`config.mk`:
```
export PLATFORM = sky130hd
export DESIGN_NAME = muxn_pipe
export DESIGN_NICKNAME = d
export VERILOG_FILES = /design/src/rtl/muxn_pipe.sv
export SDC_FILE = /design/constraint.sdc
export NUM_CORES = 1
export LEC_CHECK = 0
export CORE_MARGIN = 2
export CORE_UTILIZATION = 37
export DETAILED_ROUTE_END_ITERATION = 12
export PLACE_DENSITY = 0.77
export SLEW_MARGIN = 40
export SYNTH_ARGS = -nofsm -noshare
export SYNTH_HDL_FRONTEND = slang
export SYNTH_SLANG_ARGS = --single-unit
```
`constraint.sdc`:
```
create_clock -name clk -period 1.55 [get_ports clk]
set_input_delay 0.2325 -clock clk [delete_from_list [all_inputs] [get_ports clk]]
set_output_delay 0.2325 -clock clk [all_outputs]
set_load 0.005 [all_outputs]
```
`src/rtl/muxn_pipe.sv`:
```
// Registered N-way select stage with valid/ready handshake and a two-entry skid buffer.
// Out-of-range selects yield zero, are flagged per result and counted in a saturating counter.
module muxn_pipe #(
  parameter int WIDTH = 8,
  parameter int N     = 10,
  parameter int SELW  = 4,
  parameter int CNTW  = 8
) (
  input  logic               clk,
  input  logic               reset,
  input  logic               in_valid,
  output logic               in_ready,
  input  logic [SELW-1:0]    s,
  input  logic [N*WIDTH-1:0] d,
  output logic               out_valid,
  input  logic               out_ready,
  output logic [WIDTH-1:0]   y,
  output logic               bad_sel,
  output logic [CNTW-1:0]    err_cnt,
  input  logic               err_clr
);

  localparam int unsigned NU = N;

  logic             out_valid_q, out_valid_d;
  logic [WIDTH-1:0] y_q, y_d;
  logic             bad_q, bad_d;
  logic             skid_valid_q, skid_valid_d;
  logic [WIDTH-1:0] skid_y_q, skid_y_d;
  logic             skid_bad_q, skid_bad_d;
  logic [CNTW-1:0]  err_cnt_q, err_cnt_d;

  logic [WIDTH-1:0] sel_y;
  logic             sel_bad;
  logic             accept;

  always_comb begin
    sel_y   = '0;
    sel_bad = (32'(s) >= NU);
    for (int unsigned k = 0; k < NU; k++) begin
      if (32'(s) == k) sel_y = d[k*WIDTH +: WIDTH];
    end
  end

  assign accept = in_valid & ~skid_valid_q;

  always_comb begin
    out_valid_d  = out_valid_q;
    y_d          = y_q;
    bad_d        = bad_q;
    skid_valid_d = skid_valid_q;
    skid_y_d     = skid_y_q;
    skid_bad_d   = skid_bad_q;
    err_cnt_d    = err_cnt_q;

    // A full skid entry blocks intake, so only the drain path applies there.
    if (skid_valid_q) begin
      if (out_ready) begin
        out_valid_d  = 1'b1;
        y_d          = skid_y_q;
        bad_d        = skid_bad_q;
        skid_valid_d = 1'b0;
      end
    end else if (accept) begin
      if (!out_valid_q || out_ready) begin
        out_valid_d = 1'b1;
        y_d         = sel_y;
        bad_d       = sel_bad;
      end else begin
        skid_valid_d = 1'b1;
        skid_y_d     = sel_y;
        skid_bad_d   = sel_bad;
      end
    end else if (out_ready) begin
      out_valid_d = 1'b0;
    end

    if (err_clr) begin
      err_cnt_d = (accept && sel_bad) ? CNTW'(1) : '0;
    end else if (accept && sel_bad && (err_cnt_q != '1)) begin
      err_cnt_d = err_cnt_q + CNTW'(1);
    end
  end

  always_ff @(posedge clk or posedge reset) begin
    if (reset) begin
      out_valid_q  <= 1'b0;
      y_q          <= '0;
      bad_q        <= 1'b0;
      skid_valid_q <= 1'b0;
      skid_y_q     <= '0;
      skid_bad_q   <= 1'b0;
      err_cnt_q    <= '0;
    end else begin
      out_valid_q  <= out_valid_d;
      y_q          <= y_d;
      bad_q        <= bad_d;
      skid_valid_q <= skid_valid_d;
      skid_y_q     <= skid_y_d;
      skid_bad_q   <= skid_bad_d;
      err_cnt_q    <= err_cnt_d;
    end
  end

  assign in_ready  = ~skid_valid_q;
  assign out_valid = out_valid_q;
  assign y         = y_q;
  assign bad_sel   = bad_q;
  assign err_cnt   = err_cnt_q;

endmodule
```
Word level (Yosys, flattened, before mapping)
Cells that the tools add are included.
{ "word_totals": {"reg_bits": 28, "latch_bits": 0, "ramBits": 0, "rom_bits": 0, "out_inout_bits": 19, "wordCells": 66, "memories": 0} }
{ "op_classes": {"n_addsub": 1, "n_mul": 0, "div_mod_pow": 0, "n_lt_le_gt_ge": 1, "eq_ne": 12, "n_shift": 0, "muxes": 30, "n_bitwise": 3, "n_reduce_logical": 12} }
{ "op_table": {"columns": ["op", "n"], "rows": [
  ["2-to-1 mux 8 bit", 16],
  ["== test 4 x 3 -> 1 bit, second input constant", 4],
  ["2-to-1 mux 1 bit", 14],
  ["AND reduction 3 bit", 3],
  ["adder 8 x 1 -> 8 bit, second input constant", 1],
  ["== test 4 x 2 -> 1 bit, second input constant", 2],
  ["== test 4 bit, second input constant", 2],
  ["inequality test 8 bit, second input constant", 1],
  ["nonzero test 2 bit", 4],
  ["== test 4 x 1 -> 1 bit, second input constant", 1],
  [">= comparator 4 bit, second input constant", 1],
  ["logical NOT 4 bit", 1],
  ["inequality test 3 x 2 -> 1 bit, second input constant", 1],
  ["logical AND 1 bit", 2],
  ["inequality test 2 bit, second input constant", 1],
  ["NOT 1 bit", 2],
  ["bitwise AND 1 bit", 1],
  ["logical NOT 1 bit", 1],
  ["logical OR 1 bit", 1]
]} }

Longest topological paths before layout
Gate-level depths: netlist of run 1.
{ "depth": {"depth_word": 14, "depth_mapped": 8, "mapped_depth_nobuf": 6} }

Worst setup path after synthesis of run 1
OpenSTA, ideal clock, no wires.
{ "synth_path": {"path_kind": "input port to flip-flop", "startpoint": "input s[0]", "endpoint": "register y_q[2], in the netlist y[2]", "setup_ns": 0.138, "t_arrival_ns": 1.461, "setup_slack_ns": -0.049, "stages": 7, "n_path_buf": 2, "cell_sequence": "buf_6 -> buf_8 -> mux2_4 -> a222oi_1 -> o22ai_1 -> a211oi_1 -> o31ai_1"} }
{ "synth_between": {"elab_chain_len": 14} }
{ "synth_lines": {"columns": ["item", "line_no", "source"], "rows": [
  ["start, declared", "13", "input logic [SELW-1:0] s,"],
  ["logical NOT 4 bit", "41", "if (32'(s) == k) sel_y = d[k*WIDTH +: WIDTH];"],
  ["2-to-1 mux 8 bit (9 in a row)", "41", null],
  ["2-to-1 mux 8 bit *", "41", null],
  ["2-to-1 mux 8 bit *", "65", "if (!out_valid_q || out_ready) begin"],
  ["2-to-1 mux 8 bit *", "64", "end else if (accept) begin"],
  ["2-to-1 mux 8 bit *", "57", "if (skid_valid_q) begin"],
  ["end signal, assigned", "96", "y_q <= y_d;"],
  ["end, declared", "26", "logic [WIDTH-1:0] y_q, y_d;"]
]} }
Mark *: on every way between the ends. The rest lies on a longest branch, timed or not. The select of a mux whose other input is x is not followed.
A chain may end at the register's enable or synchronous reset.

Final worst setup path of run 1
{ "layout_path": {"startpoint": "input s[0]", "endpoint": "register y_q[6], in the netlist y[6]"} }
The elaborated chain is that of the path after synthesis.

==> results.md, run 1 <==
Yosys:
- The main combinational cell family by area after synthesis is simple AND/OR/NAND/NOR gates.
- The fraction of synthesized area in multiplexers is 8.02%.
- The number of warnings issued by yosys is 0.
- Of all flip-flops after synthesis, the portion carrying an async set or reset was 100%.
- Of the total synthesized cell area, the portion taken by XOR and XNOR cells is 1.96%.
- After synthesis the cells add up to 2230 µm².
- Summing the areas of all compound-gate instances in the mapped netlist gives 24.7% of the synthesized area.
- In this run the mean area of a mapped cell was 8.41 µm².
- The post-synthesis share of cell area spent on full adders, half adders and majority gates is 0.561%.
- In this run, synthesis produced a sequential element count of 28.
- Yosys mapped a number of flops with a built-in enable equal to 0.
- After Yosys synthesis, and, or, nand and nor cells account for 27.7% of the synthesized area.
- The number of nets handed over by synthesis was 355.
- After technology mapping, the gate count stands at 265.
- For this run, the register share of the synthesized area comes to 31.4%.
- The number of different library cells used by synthesis comes to 52.
- The most used flip-flop cell after synthesis is sky130_fd_sc_hd__dfrtp_1.

Finish:
- Fill cells in the final layout number 438.
- The final layout net count is 504.
- In the layout the commonest cells are sky130_fd_sc_hd__clkdlybuf4s50_1, sky130_fd_sc_hd__buf_4, sky130_fd_sc_hd__dfrtp_1.
- With fillers left out, the area of the finished cells amounts to 3980 µm².
- The final core area utilization is 67.6%.
- The number of diodes added for antenna fixing is 0.
- The final standard cell count with taps included and fillers excluded is 487.
- In the final layout, the share of cells above drive strength 1 is 28.6%.
- The area growth from synthesis to layout is 78.4%.
- The commonest non-fill, non-tap cell in the layout is sky130_fd_sc_hd__clkdlybuf4s50_1.

Placed design:
- After detailed placement, the total cell area comes to 3650 µm².
- The count of buffers added on input and output ports is 107.
- The routability congestion estimate from global placement is 0.890.
- After detailed placement, the design holds a cell count of 473.
- The pre-CTS worst setup slack is -678 ps.
- The total half-perimeter wirelength after legalization and detailed placement is 5.79 mm.

Power and ir drop:
- The final total power is 2.55 mW.
- For this design the total switching power over the nets is 0.777 mW.
- The fraction of power spent switching nets is 30.5%.
- Cell internal power was estimated by the tool at 1.77 mW.
- The power density of the placed cells is 642 nW/µm².
- The largest voltage drop on the vdd net is 0.492 mV.
- Of the total power, registers draw 38.9%.
- The share of total power dissipated in combinational logic is 45.7%.
- Of the total power, the clock network draws 15.4%.
- In this run the static leakage power is 1.64 nW.

Clock tree:
- CTS built an H-tree with a depth of 1.
- The insertion delay to the later sink of the worst-skew pair is 270 ps.
- The clock-pin slew on the worst setup and hold paths is 90 ps.
- The clock passes through at most 2 buffers.
- The number of clock buffers inserted by TritonCTS is 3.
- CTS placed an instance of sky130_fd_sc_hd__clkbuf_8 at the clock tree root.
- CTS saw 28 sinks.
- The CTS tree is built.
- The number of hold buffers added after cts is 0.

Worst setup path:
- The worst register-to-register path has a setup slack of 100 ps.
- The endpoint of the worst-slack reg-to-reg timing path is err_cnt[6].
- The largest delay contributor family on the critical path is buffers and inverters.
- The nature of the critical path endpoint is a flip-flop.
- The largest individual stage delay along the critical path comes from the cell sky130_fd_sc_hd__nor4b_4.
- The maximum fanout along the worst path is 8.
- For this run, the slowest stage of the critical path takes 430 ps.
- Walking the worst path, the cells encountered are buf_12, buf_12, buf_8, buf_6, nor4b_4, buf_4, a221oi_2, o22ai_2, a211oi_2, o31ai_1.
- The setup path with the least slack is of type in2reg.
- For the worst setup path, the data arrival time is 1800 ps.
- Together, buffers and inverters on the worst path number 5.
- The most frequent cell on the critical path is sky130_fd_sc_hd__buf_12.
- The startpoint kind of the worst setup timing path is a primary input.
- The worst reg-to-reg path cell count is 6.
- At the worst endpoint, the required time is 1740 ps.
- The worst flop-to-flop path startpoint is err_cnt[0].

GRT:
- The number of global-route vias before repair is 2493.
- Global routing consumed, over all layers together, 22.7% of the routing resources.
- The pin count of the biggest net entering global routing is 29.
- The global-route congestion overflow total is 0.
- The first global-routing pass estimated 11.7 mm of wire.
- The initial antenna violation count is 0.

Detailed routing:
- The number of design rule violations left after detail routing is 0.
- The average wire length per cell after detail routing is 16.1 µm.
- For this block, the via count after detailed routing is 2667.
- Dividing the detail-routed via count by the number of cells gives 5.48.
- The number of detailed-route iterations in the first pass is 5.
- The antenna violation net count after detailed routing is 0.
- The routed wire length is 7.86 mm.
- The first routing iteration left 220 violations.

Die:
- The placeable core region is 5890 µm².
- The die outline height is 81.6 µm.
- For this configuration, the core starts out at a cell density of 37.9%.
- During I/O placement, the number of pins put on the boundary was 108.
- In this run the horizontal extent of the chip is 81.6 µm.
- The placement row count is 28.
- The floorplan step defined a die boundary enclosing 6660 µm².

STA:
- Setup violations remaining at the end of the flow were counted as 2.
- The final worst clock skew is 1.51 ps.
- Of the available clock period, the critical path in the final layout requires 104%.
- Hold timing on the final database bottoms out at a slack of 320 ps.
- The maximum operating frequency is 620 MHz.
- For the finished layout, the period the worst path requires is 1610 ps.
- The final-report hold violation count came to 0.
- Measured against its own limit, the worst slew margin works out to 71.9%.
- The final max-slew violation count is 0.
- The post-route worst setup slack is -63.9 ps.
- For the pin with the worst max-slew slack, the measured transition is 420 ps.
- Setup repair after global routing could not meet its margin everywhere.
- The final total negative setup slack is -75.5 ps.

Status:
- The final reports fail on setup timing.
- The run finished, with violations left.

Min path:
- The tightest min-delay check is of the in2async type.

Run:
- The count of max-cap constraint violations is 0.
-- how the worst max path moves through the flow --
stage | startpoint | to | depth (start not counted)
6_report | s[0] | y[6] | 10
5_1_grt | s[0] | y[6] | 10
4_1_cts | s[0] | y[5] | 10
3_5_place_dp | s[0] | y[1] | 8
3_3_place_gp | s[3] | y[6] | 6
2_1_floorplan | skid_valid_q | skid_y_q[5] | 5
-- worst min-delay path: stages --
cell	delay [ps]
sky130_fd_sc_hd__clkdlybuf4s50_1	400
sky130_fd_sc_hd__inv_1	50
sky130_fd_sc_hd__buf_4	320
-- sequential cells by signal, indices dropped and copies added, names as in the netlist --
register and flops:
err_cnt 8, skid_bad_q 1, skid_y_q 8, out_valid 1, skid_valid_q 1, y 8
bad_sel 1
-- kinds of logic (layout without fill, tap and decap cells) --
logic type	Yosys count	after routing
and+or+nand+nor	107	107
muxes	15	15
AOI/OAI and AO/OA	85	85
DFF	28	28
adders and majority gates	1	1
buffers and inverters	24	171
xor gates and xnor gates	5	5
-- power by group through the flow --
stage / registers, mW / logic [mW] / clock network [mW]
floorplan: 1.00 / 0.458 / 0
global placement: 1.01 / 1.04 / 0
detailed placement: 1.01 / 1.06 / 0
CTS: 0.996 / 1.09 / 0.407
global route: 1.01 / 1.27 / 0.434
finish: 0.993 / 1.17 / 0.392
-- timing repair --
item                                    CTS  global route
pin swaps                                14            21
endpoints found under the setup margin   25            22
setup buffers                             6             4
gates resized for setup                  38            34
cloned                                    1             0
-- layout make-up --
type                    instances  area [µm²]  share of cell area, %
multi-input cells             213        1580                   39.7
repair buffers                164        1550                   38.9
flip-flops and latches         28         701                   17.6
well taps                      75        93.8                   2.36
clock buffers                   3        41.3                   1.04
inverters                       4        16.3                  0.409
-- metal layers --
layer  wire, µm  vias up  track usage [%]  share of wire, %
met5          0        -                0                 0
met1       3210     1249             27.9                41
met4        290        0             6.00               3.7
met3        438       30             4.07               5.6
li1           -     1284                -                 -
met2       3910      104             40.7                50
-- synth_stat cells (3+ instances only) --
| cell type | instances | share of area [%] |
|---|---|---|
| sky130_fd_sc_hd__o22ai_1 | 6 | 1.7 |
| sky130_fd_sc_hd__a222oi_1 | 4 | 1.8 |
| sky130_fd_sc_hd__dfrtp_1 | 28 | 31 |
| sky130_fd_sc_hd__o31ai_1 | 7 | 2.4 |
| sky130_fd_sc_hd__mux2_2 | 11 | 5.6 |
| sky130_fd_sc_hd__nor2_1 | 26 | 4.4 |
| sky130_fd_sc_hd__a211oi_1 | 5 | 1.7 |
| sky130_fd_sc_hd__buf_1 | 3 | 0.51 |
| sky130_fd_sc_hd__nand3_1 | 6 | 1.3 |
| sky130_fd_sc_hd__a21oi_1 | 31 | 7.0 |
| sky130_fd_sc_hd__a31oi_1 | 4 | 1.1 |
| sky130_fd_sc_hd__clkbuf_1 | 7 | 1.2 |
| sky130_fd_sc_hd__or2_2 | 3 | 0.84 |
| sky130_fd_sc_hd__nand4_1 | 5 | 1.4 |
| sky130_fd_sc_hd__nand2b_1 | 12 | 3.4 |
| sky130_fd_sc_hd__or3b_1 | 7 | 2.7 |
| sky130_fd_sc_hd__o21ai_1 | 5 | 1.1 |
| sky130_fd_sc_hd__o21ai_0 | 6 | 1.3 |
| sky130_fd_sc_hd__xor2_1 | 5 | 2.0 |
| sky130_fd_sc_hd__nand2_1 | 19 | 3.2 |
| sky130_fd_sc_hd__a221oi_1 | 6 | 2.4 |
| sky130_fd_sc_hd__nor2b_1 | 9 | 2.5 |
| sky130_fd_sc_hd__buf_2 | 6 | 1.3 |
| sky130_fd_sc_hd__mux2_4 | 3 | 2.0 |
No activity file was read; power rests on OpenSTA's default activity.
==> run 2, diff against run 1 <==
--- a/config.mk
+++ b/config.mk
@@ -5,10 +5,12 @@
 export SDC_FILE = /design/constraint.sdc
 export NUM_CORES = 1
 export LEC_CHECK = 0
+export CELL_PAD_IN_SITES_DETAIL_PLACEMENT = 1
+export CELL_PAD_IN_SITES_GLOBAL_PLACEMENT = 1
 export CORE_MARGIN = 2
-export CORE_UTILIZATION = 37
+export CORE_UTILIZATION = 26
 export DETAILED_ROUTE_END_ITERATION = 12
-export PLACE_DENSITY = 0.77
+export PLACE_DENSITY_LB_ADDON = 0.1
 export SLEW_MARGIN = 40
 export SYNTH_ARGS = -nofsm -noshare
 export SYNTH_HDL_FRONTEND = slang
==> results.md, run 2 (synthesized netlist as in run 1, its figures left out) <==
Status:
- The run finished, with violations left.
- The final reports fail on setup timing.

Worst setup path:
- The required arrival time at the worst endpoint was 1710 ps (-30 ps).
- The maximum fanout along the worst path is 13 (+5).
- The delay of the slowest critical-path stage is 360 ps (-70 ps).
- The arrival time of data at the critical path endpoint is 1760 ps (-40 ps).
- The critical path is of the in2reg type.
- The slowest library cell on the worst path is sky130_fd_sc_hd__or3b_1.
- STA classifies the critical path startpoint as a primary input.
- The number of buffers and inverters on the critical path is 4 (-1).
- Walking the worst path, the cells encountered are buf_8, buf_12, buf_4, clkbuf_16, or3b_1, a21oi_1, o22ai_2, a211oi_2, o31ai_1.
- The largest delay contributor family on the critical path is compound AO/OA/AOI/OAI gates.
- The nature of the critical path endpoint is a flip-flop.

STA:
- The final total negative setup slack is -124 ps (-48.8 ps).
- The worst hold-check slack is 315 ps (-4.60 ps).
- The post-layout minimum cycle time is 1600 ps (-13.4 ps).
- The relative slew slack is 67.0% (-4.9 points).
- The slew at the pin closest to its max-slew limit was 495 ps (+75.2 ps).
- The final worst-path cycle share is 103% (-0.86 points).
- The maximum operating frequency was 625 MHz (+0.84%).
- The post-route worst setup slack is -50.5 ps (+13.4 ps).
- The total setup violations reported at the end of the flow is 4 (+2).
- The final max-slew violation count is 0 (unchanged).
- The final-report hold violation count was 0 (unchanged).
- The final worst clock skew came to 7.56 ps (+6.04 ps).
- Setup repair after global routing could not meet its margin everywhere.

Die:
- The die outline height was 96.6 µm (+18%).
- The area of the die came to 9330 µm² (+40%).
- The placement row count is 33 (+18%).
- The placeable core region is 8260 µm² (+40%).
- The starting utilization of the core area came to 27.0% (-11 points).
- The number of I/O pins was 108 (unchanged).
- The overall die width is 96.6 µm (+18%).

Finish:
- The top cell types in the final layout, fill and taps aside, are sky130_fd_sc_hd__clkdlybuf4s50_1, sky130_fd_sc_hd__buf_4, sky130_fd_sc_hd__dfrtp_1.
- The proportion of layout cells with a drive suffix above 1 came to 28.6% (-0.069 points).
- The number of filler cells placed in the layout came to 997 (+130%).
- The final layout net count came to 511 (+1.4%).
- The final core area utilization is 49.3% (-18 points).
- Relative to the synthesized area, the layout overhead comes to 82.8%.
- The number of diodes added for antenna fixing is 0 (unchanged).
- The commonest non-fill, non-tap cell in the layout is sky130_fd_sc_hd__clkdlybuf4s50_1.

Placed design:
- The routability congestion estimate from global placement is 0.865 (-2.8%).
- The number of I/O port buffers is 107 (unchanged).
- The total half-perimeter wirelength after legalization and detailed placement is 6.67 mm (+15%).

Min path:
- The path type of the worst min-delay path is in2async.

Clock tree:
- The deepest clock path buffer count is 2 (unchanged).
- The number of sinks driven by the clock tree came to 28 (unchanged).
- TritonCTS built the clock tree.
- The tree is rooted in a sky130_fd_sc_hd__clkbuf_8.
- The number of clock buffers inserted by TritonCTS is 3 (unchanged).
- The total number of H-tree levels is 1 (unchanged).
- The clock-pin slew on the worst setup and hold paths was 100 ps (about the same).
- The number of hold buffers added after cts is 0 (unchanged).
- The insertion delay to the later sink of the worst-skew pair is 280 ps (about the same).

Power and ir drop:
- The proportion of power drawn by the clock network was 17.4% (+2.0 points).
- The total internal power is 1.83 mW (+3.1%).
- The power density of the placed cells was 648 nW/µm² (+1.0%).
- The largest voltage drop on the vdd net was 0.402 mV (-18%).
- The fraction of power spent switching nets is 30.7% (+0.24 points).
- The net switching power of the design was 0.811 mW (+4.3%).
- The leakage component of the power is 1.69 nW (+3.0%).
- The portion of total power attributed to sequential cells was 37.9% (-1.0 points).
- The combinational cell fraction of total power came to 44.6% (-1.1 points).

Detailed routing:
- The detailed-route vias per instance is 5.02 (-8.3%).
- The number of detailed-route iterations in the first pass is 4 (-1).
- The average wire length per cell after detail routing is 16.6 µm (+2.7%).
- The first-iteration detailed-routing DRC count is 88 (-60%).
- The number of design rule violations left after detail routing is 0 (unchanged).
- The routed via count is 2637 (-1.1%).
- The routed wire length came to 8.70 mm (+11%).
- The antenna violation net count after detailed routing was 0 (unchanged).

GRT:
- The number of global-route vias before repair is 2765 (+11%).
- The global-route congestion overflow total is 0 (unchanged).
- The global routing usage summed across all routing layers was 17.7% (-5.0 points).
- The pin count of the biggest net entering global routing is 29 (unchanged).
- The initial antenna violation count was 0 (unchanged).
- The first-pass GRT wire length is 13.6 mm (+17%).

Run:
- The count of max-cap constraint violations is 0 (unchanged).
==> run 2: changes by cell type in the layout (fill, tap and decap cells not counted), sizes merged <==
cell	before	now
dlymetal6s2s	4	2
buf	59	65
clkinv	2	1
clkdlybuf4s50	90	84
clkinvlp	0	1
dlygate4sd2	9	17
clkbuf	4	6
==> run 2: area by class of cell <==
type / count / area [µm²] / share of cell area (%)
flip-flops and latches: 28 / 702 / 17.2
clock buffers: 4 / 55.1 / 1.35
repair buffers: 171 / 1610 / 39.4
well taps: 105 / 131 / 3.22
multi-input cells: 213 / 1560 / 38.3
inverters: 4 / 18.8 / 0.461
==> run 2: metal layers <==
layer	vias to the layer above	global-route usage, %	share of wire, %
li1	1305	-	-
met1	1269	22.1	44
met2	57	32.6	52
met3	6	2.67	3.0
met4	0	2.60	1.1
met5	-	0	0
==> run 2: repair_timing <==
| item | CTS | global route |
|---|---|---|
| gates resized for setup | 57 | 22 |
| cloned | 3 | 1 |
| setup buffers | 4 | 5 |
| setup endpoints to repair | 26 | 21 |
| pin swaps | 16 | 17 |
==> run 2: worst paths after layout <==
check / start / endpoint / slack (ps) / depth (start not counted)
max: s[0] / y[2] / -50 / 9
min: reset / out_valid / 320 / 3
max reg2reg: err_cnt[0] / err_cnt[6] / 80 / 6
min reg2reg: y[1] / y[1] / 490 / 2
max in group asynchronous: reset / err_cnt[7] / 940 / 3
min in group clk: y[1] / y[1] / 490 / 2
==> run 2: tightest hold or removal path, cell delays in order <==
cell	delay, ps
sky130_fd_sc_hd__clkdlybuf4s50_1	390
sky130_fd_sc_hd__inv_1	50
sky130_fd_sc_hd__buf_4	340
==> run 2: power by group through the flow <==
stage               combinational (mW)  sequential, mW  clock (mW)
floorplan                        0.458            1.00           0
global placement                  1.08            1.01           0
finish                            1.18            1.00       0.460
global route                      1.29            1.03       0.501
detailed placement                1.10            1.02           0
CTS                               1.14            1.00       0.475
==> run 2: through the flow <==
stage               instances  power [mW]  area [µm²]  worst slack [ps]
floorplan                 265        1.46        2230             -7.04
global placement          510        2.09        3750              -748
detailed placement        510        2.12        3750              -784
CTS                       519        2.62        3940             -38.1
global route              525        2.82        4080              -115
finish                    525        2.64        4080             -50.5
